File: src/rtl/imem_loader.sv
// Instruction-store loader: assembles a big-endian byte stream into 32-bit words,
//   writes them to a synchronous-read store and holds the CPU off until loaded.
// Latency: a word is written on the edge that accepts its 4th byte; fetch is 1 cycle.
// Backpressure: byte_ready is high only in LOAD; byte_valid low simply stalls the load.
//
// Ports:
//   clock, reset             - system clock, synchronous active-high reset
//   load_start, load_len     - request a load of load_len words (0 = run at once)
//   byte_in/_valid/_ready    - program byte stream, valid/ready handshake
//   load_done, load_err      - one-cycle status pulses
//   cpu_run                  - high while the CPU may execute (RUN state only)
//   pc, inst_out             - fetch-stage byte address in, registered instruction out
module imem_loader #(
    parameter int ADDR_W = 6,
    parameter int DATA_W = 32
) (
    input  logic              clock,
    input  logic              reset,
    input  logic              load_start,
    input  logic [ADDR_W:0]   load_len,
    input  logic [7:0]        byte_in,
    input  logic              byte_valid,
    output logic              byte_ready,
    output logic              load_done,
    output logic              load_err,
    output logic              cpu_run,
    input  logic [31:0]       pc,
    output logic [DATA_W-1:0] inst_out
);

    localparam int DEPTH = 1 << ADDR_W;
    // Largest legal length: exactly a full store.
    localparam logic [ADDR_W:0] LEN_MAX = {1'b1, {ADDR_W{1'b0}}};

    typedef enum logic [1:0] {
        S_IDLE = 2'd0,
        S_LOAD = 2'd1,
        S_RUN  = 2'd2
    } state_t;

    state_t              state_q, state_d;
    logic [ADDR_W:0]     len_q, len_d;
    logic [ADDR_W:0]     word_cnt_q, word_cnt_d;
    logic [1:0]          byte_cnt_q, byte_cnt_d;
    logic [DATA_W-1:0]   word_q, word_d;
    logic                load_done_q, load_done_d;
    logic                load_err_q, load_err_d;
    logic [DATA_W-1:0]   inst_q, inst_d;

    logic [DATA_W-1:0]   mem_q [DEPTH];

    logic                wr_en;
    logic [ADDR_W-1:0]   wr_addr;
    logic [ADDR_W:0]     word_cnt_inc;
    logic                fetch_ok;

    // Byte offset within the word never affects the fetch.
    logic                unused_pc_lo;
    assign unused_pc_lo = ^pc[1:0];

    assign word_cnt_inc = word_cnt_q + 1'b1;
    assign wr_addr      = word_cnt_q[ADDR_W-1:0];
    assign fetch_ok     = (state_q == S_RUN) && (pc[31:ADDR_W+2] == '0);

    always_comb begin
        state_d     = state_q;
        len_d       = len_q;
        word_cnt_d  = word_cnt_q;
        byte_cnt_d  = byte_cnt_q;
        word_d      = word_q;
        load_done_d = 1'b0;
        load_err_d  = 1'b0;
        wr_en       = 1'b0;
        inst_d      = fetch_ok ? mem_q[pc[ADDR_W+1:2]] : '0;

        case (state_q)
            S_IDLE, S_RUN: begin
                if (load_start) begin
                    if (load_len == '0) begin
                        state_d     = S_RUN;
                        load_done_d = 1'b1;
                    end else if (load_len > LEN_MAX) begin
                        load_err_d  = 1'b1;
                    end else begin
                        state_d    = S_LOAD;
                        len_d      = load_len;
                        word_cnt_d = '0;
                        byte_cnt_d = '0;
                        word_d     = '0;
                    end
                end
            end
            S_LOAD: begin
                // load_start is deliberately ignored while a load is in flight.
                if (byte_valid) begin
                    // Shifting in from the bottom leaves the first byte in [31:24].
                    word_d = {word_q[DATA_W-9:0], byte_in};
                    if (byte_cnt_q == 2'd3) begin
                        wr_en      = 1'b1;
                        word_cnt_d = word_cnt_inc;
                        byte_cnt_d = '0;
                        if (word_cnt_inc == len_q) begin
                            state_d     = S_RUN;
                            load_done_d = 1'b1;
                        end
                    end else begin
                        byte_cnt_d = byte_cnt_q + 2'd1;
                    end
                end
            end
            default: state_d = S_IDLE;
        endcase
    end

    always_ff @(posedge clock) begin
        if (reset) begin
            state_q     <= S_IDLE;
            len_q       <= '0;
            word_cnt_q  <= '0;
            byte_cnt_q  <= '0;
            word_q      <= '0;
            load_done_q <= 1'b0;
            load_err_q  <= 1'b0;
            inst_q      <= '0;
        end else begin
            state_q     <= state_d;
            len_q       <= len_d;
            word_cnt_q  <= word_cnt_d;
            byte_cnt_q  <= byte_cnt_d;
            word_q      <= word_d;
            load_done_q <= load_done_d;
            load_err_q  <= load_err_d;
            inst_q      <= inst_d;
        end
    end

    // Store is not reset: words already loaded survive a reset.
    always_ff @(posedge clock) begin
        if (wr_en && !reset) begin
            mem_q[wr_addr] <= word_d;
        end
    end

    assign byte_ready = (state_q == S_LOAD);
    assign cpu_run    = (state_q == S_RUN);
    assign load_done  = load_done_q;
    assign load_err   = load_err_q;
    assign inst_out   = inst_q;

endmodule

File: config.mk
export PLATFORM = sky130hd
export DESIGN_NAME = imem_loader
export DESIGN_NICKNAME = d
export VERILOG_FILES = /design/src/rtl/imem_loader.sv
export SDC_FILE = /design/constraint.sdc
export NUM_CORES = 2
export LEC_CHECK = 0
export CAP_MARGIN = 25
export CORE_AREA = 10 10 301 448
export CTS_BUF_LIST = sky130_fd_sc_hd__clkbuf_4 sky130_fd_sc_hd__clkbuf_8
export CTS_CLUSTER_DIAMETER = 150
export CTS_CLUSTER_SIZE = 28
export DETAILED_ROUTE_END_ITERATION = 6
export DIE_AREA = 0 0 311 458
export PLACE_DENSITY = 0.81
export SLEW_MARGIN = 25
export SYNTH_ARGS = -nofsm -noshare
export SYNTH_HDL_FRONTEND = slang
export SYNTH_SLANG_ARGS = --single-unit
File: constraint.sdc
create_clock -name clock -period 8.96 [get_ports clock]
set_input_delay 1.792 -clock clock [delete_from_list [all_inputs] [get_ports clock]]
set_output_delay 1.792 -clock clock [all_outputs]
set_load 0.005 [all_outputs]
Word level (Yosys, flattened, before mapping)

Memories as Yosys holds them, arrays and structs flattened. A register that Yosys moved wholly into a read port is not among the register bits.
Cells that the tools add are included.

Reductions and logical operators: 14
Order comparisons: 1
Bitwise logic cells: 5
Add/subtract/negate cells: 2
Multiplexer cells: 36
Equality and inequality tests: 11

Operators with widths:

| operator                                            | number |
|---|---|
| 2-to-1 mux 32 bit                                   | 4 |
| case mux 32 bit (2 select lines)                    | 1 |
| 2-to-1 mux 7 bit                                    | 5 |
| zero test 24 bit                                    | 1 |
| 2-to-1 mux 2 bit                                    | 11 |
| case mux 7 bit (2 select lines)                     | 1 |
| 2-to-1 mux 1 bit                                    | 11 |
| AND reduction 5 bit                                 | 2 |
| != test 2 bit, second input constant                | 4 |
| case mux 2 bit (2 select lines)                     | 2 |
| adder 7 x 1 -> 7 bit, second input constant         | 1 |
| equality test 7 bit                                 | 1 |
| > comparator 7 bit, second input constant           | 1 |
| zero test 7 bit                                     | 1 |
| AND reduction 6 bit                                 | 1 |
| NOT 1 bit                                           | 5 |
| equality test 2 bit, second input constant          | 2 |
| != test 2 x 1 -> 1 bit, second input constant       | 2 |
| AND reduction 4 bit                                 | 1 |
| OR reduction 2 bit                                  | 2 |
| OR reduction 4 bit                                  | 1 |
| != test 3 bit, second input constant                | 1 |
| adder 2 x 1 -> 2 bit, second input constant         | 1 |
| equality test 2 x 1 -> 1 bit, second input constant | 1 |
| 5 further kinds                                     | 6 |

Output and inout port bits: 36
Register bits after elaboration: 52
Word-level logic and storage cells: 77
Memories kept: 1
Bits in writable memories: 2048
Input port bits: 51

Memory list:

| name  | words | bits a word | rd ports | clocked after memory_dff | wr ports | RTL line | text |
|---|---|---|---|---|---|---|---|
| mem_q | 64    | 32          | 1        | 1                        | 1        | 50       | `logic [DATA_W-1:0] mem_q [DEPTH];` |

Longest topological paths before layout

Word-level depth: 7
Mapped depth: 11
Mapped depth without buffers: 6

Worst setup path before layout

OpenSTA, ideal clock, no wires.

Path type: input -> register
Start point: input port byte_valid
End point: memory mem_q[35][0], enable pin
Stages on the path: 6
Path buffers: 1
Setup time: 0.421 ns
Data arrival time: 4.056 ns
Data required time: 8.539 ns
Path slack: 4.483 ns
Cell sequence: and3b_1 nand2_1 nor2_1 clkbuf_1 nand3_1 nor2_1

Word-level cells in the longest chain between the ends: 5

Ends and longest elaborated chain:

| element                                | RTL line | text |
|---|---|---|
| start: declaration                     | 22       | `input logic byte_valid,` |
| 2-to-1 mux 1 bit                       | 95       | `if (byte_valid) begin` |
| 2-to-1 mux 1 bit                       | 76       | `case (state_q)` |
| logical AND 1 bit                      | 139      | `if (wr_en && !reset) begin` |
| 2-to-1 mux 1 bit                       | 139      |  |
| 2-to-1 mux 1 bit (not written as such) | 140      | `mem_q[wr_addr] <= word_d;` |
| end: declaration                       | 50       |  |

Every way passes these cells.

Worst setup path after layout

Start point: input port byte_valid
End point: memory mem_q[38][14], enable pin

Same word-level chain as after synthesis.

==> results.json <==
{
  "synthFlopType": "edfxtp_1",
  "cts_root_buf": "clkbuf_8",
  "setup-violations-final": 0,
  "synth.avg_cell_area_sq_um": 21.2,
  "die_h_microns": 458,
  "grt_max_degree": 127,
  "ys_seq_area_share_pct": 77.3,
  "drt_wl_total_microns": 210000,
  "netlist_area_sq_um": 81700,
  "fp.coreArea_sq_um": 127000,
  "htree_num_levels": 3,
  "required_ns": 9.51,
  "peakVddDrop_mv": 0.133,
  "yosysWarnings": 0,
  "rsz0062_at_grt": "false",
  "detail_route.wl_per_cell_microns": 36.7,
  "hold_path.class": "reg2reg",
  "fin_util_pct": 68.7,
  "violations": "design-rule violations",
  "fillers": 7384,
  "ys_async_sr_fraction_pct": 0,
  "rows": 160,
  "worst-setup-path-type": "in2reg",
  "cts_resized": 0,
  "grt_pass1_vias": 41698,
  "crit_path_cell_trace": "clkdlybuf4s50_1 > and3b_1 > nand2_1 > nor2_1 > nand3_1 > nor2_4 > buf_4",
  "final_nets": 3995,
  "cap_violations": 0,
  "cpPeakStageDelay_ns": 0.81,
  "vias_per_cell": 7.23,
  "drt_pass1_iterations": 7,
  "reg2reg_slack_ns": 5.08,
  "p_total_mw": 15.3,
  "p_leak_nw": 27.5,
  "hold_viol": 0,
  "cpMaxStageDelayCell": "nor2_4",
  "outcome": "complete, but fails checks",
  "boundaryPins": 87,
  "end_kind": "flip-flop",
  "synth-seq-cells": 2132,
  "antenna_left": 0,
  "fmax_ghz": 0.218,
  "hold_depth": 2,
  "holdBufCountCts": 0,
  "synth_top_area_cell": "edfxtp_1",
  "gp_congestion": 0.821,
  "dp_worst_setup_slack_ns": 3.52,
  "port_buffers": 84,
  "antenna_found_initial": 7,
  "place_area_sq_um": 85100,
  "die_w_microns": 311,
  "synth.most_common_cell": "edfxtp_1",
  "numCtsBuffers": 86,
  "clock_path_buffers": 3,
  "crit_arrival_ns": 5.13,
  "path_buf_inv": 2,
  "synth.area.top_cells": "edfxtp_1, mux4_2, dfxtp_1",
  "crit_path_max_fanout": 18,
  "stdcell_area_sq_um": 86900,
  "synth.net_count": 3915,
  "post_cts_buffers": 0,
  "synth_cells": 3862,
  "clk_latency_ns": 0.87,
  "fin_setup_tns_ns": 0,
  "final.min_clock_period_ns": 4.59,
  "synth_edf_count": 2048,
  "worstMarginPinSlew_ns": 1.08,
  "fin_crit_sh_pct": 51.2,
  "cts_tree": "built",
  "critPathTopFamily": "simple AND/OR/NAND/NOR gates",
  "via_count": 41365,
  "drive_above_1_share_pct": 23.0,
  "initialDrtViolationCount": 6523,
  "clk_pin_slew_worst_paths_ns": 0.16,
  "startpoint_type": "primary input",
  "ys_types": 83,
  "grt_use_total_pct": 29.5,
  "relSlewSlack_pct": 27.9,
  "grt_remaining_overflow": 0,
  "fin_skew_ns": 0.0615,
  "synth_top_area_share_pct": 75.3,
  "cts.sinks": 2132,
  "area_delta_synth_final_pct": 6.31,
  "netlist_top_cells_count": "edfxtp_1, mux4_2, nand2_1",
  "worst_slack_ns": 4.37,
  "r2r_cells": 6,
  "worst-path-stages": 7,
  "fp.dieArea_sq_um": 142000,
  "drv_slew": 0,
  "hpwlAfterDp_microns": 119000,
  "start_util_pct": 64.6,
  "grt_pass1_wl_microns": 300000,
  "p_per_area_nw_per_um2": 177,
  "drc_errors": 1
}
-- cell type report --
cell class / count / area [sq um] / area share (%)
Antenna cell: 15 / 37.5 / 0.0432
Clock buffer: 147 / 1660 / 1.91
Multi-Input combinational cell: 1503 / 17900 / 20.6
Tap cell: 1701 / 2130 / 2.45
Timing Repair Buffer: 212 / 1920 / 2.21
Inverter: 7 / 26.3 / 0.0303
Clock inverter: 1 / 30.0 / 0.0346
Sequential cell: 2132 / 63200 / 72.7
-- worst register-to-register path: stages, from the launching register on --
cell and delay (ns):
dfxtp_1 0.38, ha_1 0.44, nand2_1 0.26, nor2_1 0.58
nand3_1 0.53, nor2_4 0.81, buf_4 0.53
-- sequential cells by signal, summed over array words and instances (netlist names) --
name and count:
inst_out 32, len_q 7, word_cnt_q 7, mem_q 2048, byte_cnt_q 2, load_err 1
word_q 32, load_done 1, state_q 2
-- cell families (layout without fill, tap and decap cells) --
logic type,count (synthesis),in the layout,synth area share (%)
DFF,2132,2132,77.3
buffers and inverters,227,367,1.65
AOI/OAI and AO/OA,419,419,3.51
muxes,598,598,14.7
and+or+nand+nor,472,472,2.70
adders and majority gates,2,2,0.0306
other,0,15,0
xor gates and xnor gates,12,12,0.129
-- where the power goes --
part / switching (mW) / total, mW / internal [mW]
Clock: 2.69 / 3.87 / 1.18
Sequential: 0.00419 / 10.8 / 10.8
Combinational: 0.429 / 0.648 / 0.219
Total: 3.12 / 15.3 / 12.2
-- stage by stage --
step / cells / hold slack (ns)
final: 5718 / 0.504
after global routing: 5713 / 0.536
after CTS: 5703 / 0.496
after detailed placement: 5555 / 0.479
after global placement: 5552 / 0.472
after floorplan: 3862 / 0.455
-- final timing paths --
check	start	endpoint
max reg2reg	byte_cnt_q[0]$_SDFFE_PP0P_	mem_q[38][14]$_DFFE_PP_
min	byte_cnt_q[1]$_SDFFE_PP0P_	byte_cnt_q[1]$_SDFFE_PP0P_
min reg2reg	byte_cnt_q[1]$_SDFFE_PP0P_	byte_cnt_q[1]$_SDFFE_PP0P_
max	byte_valid	mem_q[38][14]$_DFFE_PP_
-- routing by layer --
layer  up-vias  routed length [microns]  global-route usage [%]
met2      3345                   103000                    48.1
met1     21264                    65800                    37.4
met5         -                       15                       0
met3       576                    24900                    5.03
li1      16178                        -                       -
met4         2                    15500                    18.0
-- placed cells by master (no fill, tap or decap), drive strengths merged, types with 8 or more instances in the layout --
| master | n |
|---|---|
| a22o | 10 |
| nor2b | 17 |
| nand2b | 10 |
| nor4 | 15 |
| xnor2 | 9 |
| or2 | 9 |
| clkbuf | 147 |
| a31oi | 15 |
| o22ai | 67 |
| o311ai | 8 |
| mux4 | 477 |
| dfxtp | 84 |
| edfxtp | 2048 |
| nand3b | 10 |
| nand2 | 173 |
| clkdlybuf4s50 | 77 |
| mux2 | 21 |
| a22oi | 64 |
| diode | 15 |
| and3 | 18 |
| nor3 | 32 |
| nor2 | 120 |
| a211oi | 19 |
| o21ai | 69 |
| mux2i | 100 |
| a21oi | 79 |
| nand3 | 34 |
| buf | 135 |
| a2111oi | 17 |
(Power assumes the default switching activity.)
